$ cat src/rtl/pipe_ctrl.sv
// pipe_ctrl: five-stage pipeline sequencer (stalls, flushes, PC select, exception/interrupt entry).
// Optional build macro PIPE_CTRL_PERF_EN adds stall/flush event counters.
`default_nettype none

module pipe_ctrl #(
  parameter int         DRAIN_CYCLES = 3,
  parameter logic [3:0] IRQ_CAUSE    = 4'hF
) (
  input  logic        clk_i,
  input  logic        rst_i,
  input  logic        hazard_stall_i,
  input  logic        mem_busy_i,
  input  logic        exe_busy_i,
  input  logic        branch_taken_i,
  input  logic        exc_req_i,
  input  logic [3:0]  exc_cause_i,
  input  logic        int_req_i,
  input  logic        int_en_i,
  input  logic        halt_i,
  output logic        if_en_o,
  output logic        id_en_o,
  output logic        exe_en_o,
  output logic        mem_en_o,
  output logic        wb_en_o,
  output logic        id_flush_o,
  output logic        exe_flush_o,
  output logic        mem_bubble_o,
  output logic [1:0]  pc_sel_o,
  output logic [3:0]  vec_o,
  output logic        exc_ack_o,
`ifdef PIPE_CTRL_PERF_EN
  output logic [31:0] stall_cnt_o,
  output logic [31:0] flush_cnt_o,
`endif
  output logic        halted_o
);

  localparam logic [3:0] DRAIN_INIT = 4'(DRAIN_CYCLES);

  typedef enum logic [1:0] {
    S_RUN    = 2'd0,
    S_DRAIN  = 2'd1,
    S_VECTOR = 2'd2,
    S_HALT   = 2'd3
  } state_t;

  state_t     state, state_nxt;
  logic [3:0] cnt, cnt_nxt;
  logic [3:0] vec_nxt;
  logic       irq;

  assign irq = int_req_i & int_en_i;

  always_ff @(posedge clk_i or negedge rst_i) begin
    if (!rst_i) begin
      state <= S_RUN;
      cnt   <= 4'd0;
      vec_o <= 4'd0;
    end else begin
      state <= state_nxt;
      cnt   <= cnt_nxt;
      vec_o <= vec_nxt;
    end
  end

  always_comb begin
    if_en_o      = 1'b0;
    id_en_o      = 1'b0;
    exe_en_o     = 1'b0;
    mem_en_o     = 1'b0;
    wb_en_o      = 1'b0;
    id_flush_o   = 1'b0;
    exe_flush_o  = 1'b0;
    mem_bubble_o = 1'b0;
    pc_sel_o     = 2'd0;
    exc_ack_o    = 1'b0;
    halted_o     = 1'b0;
    state_nxt    = state;
    cnt_nxt      = cnt;
    vec_nxt      = vec_o;

    case (state)
      S_RUN: begin
        if (mem_busy_i) begin
          // full freeze; any pending event is re-sampled next cycle
        end else if (exc_req_i || irq || halt_i) begin
          id_en_o     = 1'b1;
          exe_en_o    = 1'b1;
          mem_en_o    = 1'b1;
          wb_en_o     = 1'b1;
          id_flush_o  = 1'b1;
          exe_flush_o = 1'b1;
          if (exc_req_i || irq) begin
            vec_nxt   = exc_req_i ? exc_cause_i : IRQ_CAUSE;
            cnt_nxt   = DRAIN_INIT;
            state_nxt = S_DRAIN;
          end else begin
            state_nxt = S_HALT;
          end
        end else if (exe_busy_i) begin
          mem_en_o     = 1'b1;
          wb_en_o      = 1'b1;
          mem_bubble_o = 1'b1;
        end else if (branch_taken_i) begin
          if_en_o     = 1'b1;
          id_en_o     = 1'b1;
          exe_en_o    = 1'b1;
          mem_en_o    = 1'b1;
          wb_en_o     = 1'b1;
          id_flush_o  = 1'b1;
          exe_flush_o = 1'b1;
          pc_sel_o    = 2'd1;
        end else if (hazard_stall_i) begin
          exe_en_o    = 1'b1;
          mem_en_o    = 1'b1;
          wb_en_o     = 1'b1;
          exe_flush_o = 1'b1;
        end else begin
          if_en_o  = 1'b1;
          id_en_o  = 1'b1;
          exe_en_o = 1'b1;
          mem_en_o = 1'b1;
          wb_en_o  = 1'b1;
        end
      end

      S_DRAIN: begin
        if (!mem_busy_i) begin
          id_en_o     = 1'b1;
          exe_en_o    = 1'b1;
          mem_en_o    = 1'b1;
          wb_en_o     = 1'b1;
          id_flush_o  = 1'b1;
          exe_flush_o = 1'b1;
          cnt_nxt     = cnt - 4'd1;
          if (cnt <= 4'd1) begin
            cnt_nxt   = 4'd0;
            state_nxt = S_VECTOR;
          end
        end
      end

      S_VECTOR: begin
        pc_sel_o = 2'd2;
        if (!mem_busy_i) begin
          if_en_o     = 1'b1;
          id_en_o     = 1'b1;
          exe_en_o    = 1'b1;
          mem_en_o    = 1'b1;
          wb_en_o     = 1'b1;
          id_flush_o  = 1'b1;
          exe_flush_o = 1'b1;
          exc_ack_o   = 1'b1;
          state_nxt   = S_RUN;
        end
      end

      S_HALT: begin
        halted_o = 1'b1;
        if (irq) begin
          vec_nxt   = IRQ_CAUSE;
          cnt_nxt   = DRAIN_INIT;
          state_nxt = S_DRAIN;
        end
      end

      default: state_nxt = S_RUN;
    endcase

    // Outputs are forced quiet for as long as reset is held.
    if (!rst_i) begin
      if_en_o      = 1'b0;
      id_en_o      = 1'b0;
      exe_en_o     = 1'b0;
      mem_en_o     = 1'b0;
      wb_en_o      = 1'b0;
      id_flush_o   = 1'b0;
      exe_flush_o  = 1'b0;
      mem_bubble_o = 1'b0;
      pc_sel_o     = 2'd0;
      exc_ack_o    = 1'b0;
      halted_o     = 1'b0;
    end
  end

`ifdef PIPE_CTRL_PERF_EN
  logic stall_evt, flush_evt;

  // Event entries into DRAIN/HALT also drop if_en_o but are not counted as stalls.
  assign stall_evt = (state == S_RUN) && !if_en_o && (state_nxt == S_RUN);
  assign flush_evt = ((state == S_RUN) && (pc_sel_o == 2'd1)) ||
                     ((state != S_DRAIN) && (state_nxt == S_DRAIN));

  always_ff @(posedge clk_i or negedge rst_i) begin
    if (!rst_i) begin
      stall_cnt_o <= 32'd0;
      flush_cnt_o <= 32'd0;
    end else begin
      if (stall_evt) stall_cnt_o <= stall_cnt_o + 32'd1;
      if (flush_evt) flush_cnt_o <= flush_cnt_o + 32'd1;
    end
  end
`endif

endmodule

`default_nettype wire
$ cat config.mk
export PLATFORM = sky130hd
export DESIGN_NAME = pipe_ctrl
export DESIGN_NICKNAME = d
export VERILOG_FILES = /design/src/rtl/pipe_ctrl.sv
export SDC_FILE = /design/constraint.sdc
export NUM_CORES = 1
export LEC_CHECK = 0
export ABC_AREA = 1
export CAP_MARGIN = 40
export CORE_MARGIN = 2
export CORE_UTILIZATION = 44
export DETAILED_ROUTE_END_ITERATION = 7
export GPL_ROUTABILITY_DRIVEN = 0
export GPL_TIMING_DRIVEN = 0
export HOLD_SLACK_MARGIN = 0.1
export PLACE_DENSITY = 0.78
export SKIP_CTS_REPAIR_TIMING = 1
export SYNTH_ARGS = -nofsm -noshare
export SYNTH_HDL_FRONTEND = slang
export SYNTH_SLANG_ARGS = --single-unit
$ cat constraint.sdc
create_clock -name clk_i -period 1.8 [get_ports clk_i]
set_input_delay 0.36 -clock clk_i [delete_from_list [all_inputs] [get_ports clk_i]]
set_output_delay 0.36 -clock clk_i [all_outputs]
set_load 0.005 [all_outputs]
==> results.yml <==
final_layout:
  antenna_cells: 0
  layout.nets: 203
  synthToLayoutAreaGrowth_pct: 66.1
  nFillCells: 122
  final_common_cell: "nand2_1"
  drive_above_1_share_pct: 32.8
  layout_common_cells: "nand2_1 (35), inv_1 (17), clkdlybuf4s50_1 (15)"
  fin_area_sq_um: 1430
clocking:
  cts_buffer_depth: 2
  clk_pin_slew_ns: 0.07
  cts_inserted_buffers: 3
  cts_tree: "yes"
  htreeDepth: 1
  clkLatencyLatePin_ns: 0.27
  root_buffer: "clkbuf_4"
  cts.sinks: 10
timing:
  hold_violations: 0
  slew_violations: 0
  rsz0062_at_grt: "yes"
  fin_skew_ns: 0.00272
  setup_ws_ns: -0.233
  min_period_ns: 2.03
  fmax_mhz: 492
  tns_ns: -1.45
  min_period_over_period_pct: 113
  max_slew_margin_pct: 66.5
  setup_viol: 8
  tightestPinTransition_ns: 0.501
worst_setup_path:
  path_common_cell: "nand2_1"
  worst_ep_arrival_time_ns: 1.67
  crit_buf_inv: 5
  worstPathRequired_ns: 1.44
  worstPathCellList: "buf_6, inv_6, ha_4, inv_4, nor2_4, buf_6, nand2_2, nand2_1, nand2_1, nand2_1, buf_2"
  r2r.worst_path.cells: 9
  crit_slowest_cell: "dfrtp_2"
  critPathMaxFanout: 4
  path_depth: 11
  path_delay_family: "buffers and inverters"
  r2r_setup_slack_ns: 0.11
  crit_path_end_kind: "output port"
  path_class: "reg -> out"
  cpPeakStageDelay_ns: 0.43
  start_kind: "register"
place:
  placedInstanceArea_sq_um: 1180
  place_ws_ns: -0.844
  hpwl_um: 1640
  port_buffers: 29
logic_synthesis:
  synth_seq_cells: 10
  synth-edff-count: 0
  synthDistinctLibCells: 18
  synthArstFlopShare_pct: 100
  synthesis.area_sq_um: 860
  synth.avg_cell_area_sq_um: 6.61
  ys_warn_count: 0
  seq_area_frac_synth_pct: 29.1
  synth_cells: 130
  syn_nets: 152
  synthFlopType: "dfrtp_1"
outcome:
  violations: "negative setup slack"
  status: "complete, but fails checks"
routing:
  routed_wirelength_um: 2620
  via_per_inst: 4.92
  ant_nets: 0
  vias: 1009
  first_iter_violations: 25
  dr.pass1.iters: 5
  drcViolationCount: 0
  wire_per_inst_um: 12.8
grt:
  grt_pass1_wl_um: 3110
  grt_pass1_vias: 798
  met1_usage_pct: 22.5
  grt.overflow.total: 0
  grt_usage_pct: 18.9
  gr-usage-met2_pct: 33.7
  antenna_found_initial: 0
  busiest_layer: "met2"
  grt_use_met3_pct: 6.67
  grt_max_degree: 16
floorplanning:
  ios: 30
  die-area_sq_um: 2320
  die_w_um: 48.2
  core_area_sq_um: 1780
  die_h_um: 48.2
  rows: 15
  initial_utilization_pct: 48.2
power_and_ir_drop:
  vdd_ir_drop_max_mv: 1.39
  power_density_nw_per_um2: 1610
  totalPowerFinal_uw: 2300
  p_leak_uw: 0.000791
worst_hold_path:
  hold_depth: 2
  hp-class: "reg -> reg"
job:
  cap_viol_max_count: 0
==> Yosys cell counts, types with 2 or more instances <==
library cell | instances | area (sq um)
inv_1 | 22 | 82.6
dfrtp_1 | 10 | 250
o21ai_0 | 6 | 30.0
nand3_1 | 6 | 30.0
nor2_1 | 16 | 60.1
ha_1 | 8 | 100
nand2_2 | 2 | 12.5
o21ai_1 | 3 | 15.0
nand2_1 | 39 | 146
nand4_1 | 2 | 12.5
a21oi_1 | 7 | 35.0
nand3_4 | 2 | 35.0
inv_2 | 2 | 7.51
==> registers in the layout, summed over array words and instances (netlist names) <==
name,cells
cnt,4
state,2
vec_o,4
==> path summary, 6_finish.rpt <==
| path | from | to |
|---|---|---|
| worst max-delay path | state[1]$_DFFE_PN0P_ | exe_flush_o |
| worst min-delay path | vec_o[0]$_DFFE_PN0P_ | vec_o[0]$_DFFE_PN0P_ |
| worst max register to register | state[0]$_DFFE_PN0P_ | cnt[1]$_DFFE_PN0P_ |
| worst min register to register | vec_o[0]$_DFFE_PN0P_ | vec_o[0]$_DFFE_PN0P_ |
| max in group asynchronous | rst_i | state[0]$_DFFE_PN0P_ |
| min in group asynchronous | rst_i | vec_o[3]$_DFFE_PN0P_ |
==> power by group <==
| group | total, uW | internal (uW) | switching [uW] |
|---|---|---|---|
| registers | 444 | 348 | 95.9 |
| logic | 1650 | 783 | 867 |
| clock network | 206 | 123 | 83.6 |
| total | 2300 | 1250 | 1050 |
==> per-layer routing <==
layer / part of all wire (%) / routed length [um]
met5: 0 / 0
met4: 0.34 / 9
met3: 3.8 / 100
met2: 54 / 1410
met1: 42 / 1110
==> cells by family after synthesis <==
family,share of synthesized area [%]
flops,29.1
xor+xnor,1.02
fa+ha+maj,11.6
compound gates,10.3
simple gates,36.5
buf+inv,11.4
==> area by class of cell <==
type / count / area, sq um / share of cell area (%)
Multi-Input combinational cell: 95 / 599 / 42.0
Timing Repair Buffer: 46 / 398 / 27.9
Sequential cell: 10 / 253 / 17.7
Inverter: 24 / 103 / 7.19
Clock buffer: 4 / 36.3 / 2.54
Tap cell: 25 / 31.3 / 2.19
Buffer: 1 / 7.51 / 0.526
==> worst min-delay path, cell delays in order (launching register included) <==
cell and delay [ns]:
dfrtp_1 0.35, nand2_1 0.05, o21ai_0 0.06
==> per-stage QoR <==
step | util, % | instances | hold WS, ns
6_report | 80.1 | 205 | 0.484
5_1_grt | 80.1 | 205 | 0.516
4_1_cts | 68.3 | 188 | 0.490
3_5_place_dp | 66.2 | 184 | 0.473
3_3_place_gp | 66.2 | 184 | 0.465
2_1_floorplan | - | 130 | 0.0644
No activity file was read; power rests on OpenSTA's default activity.
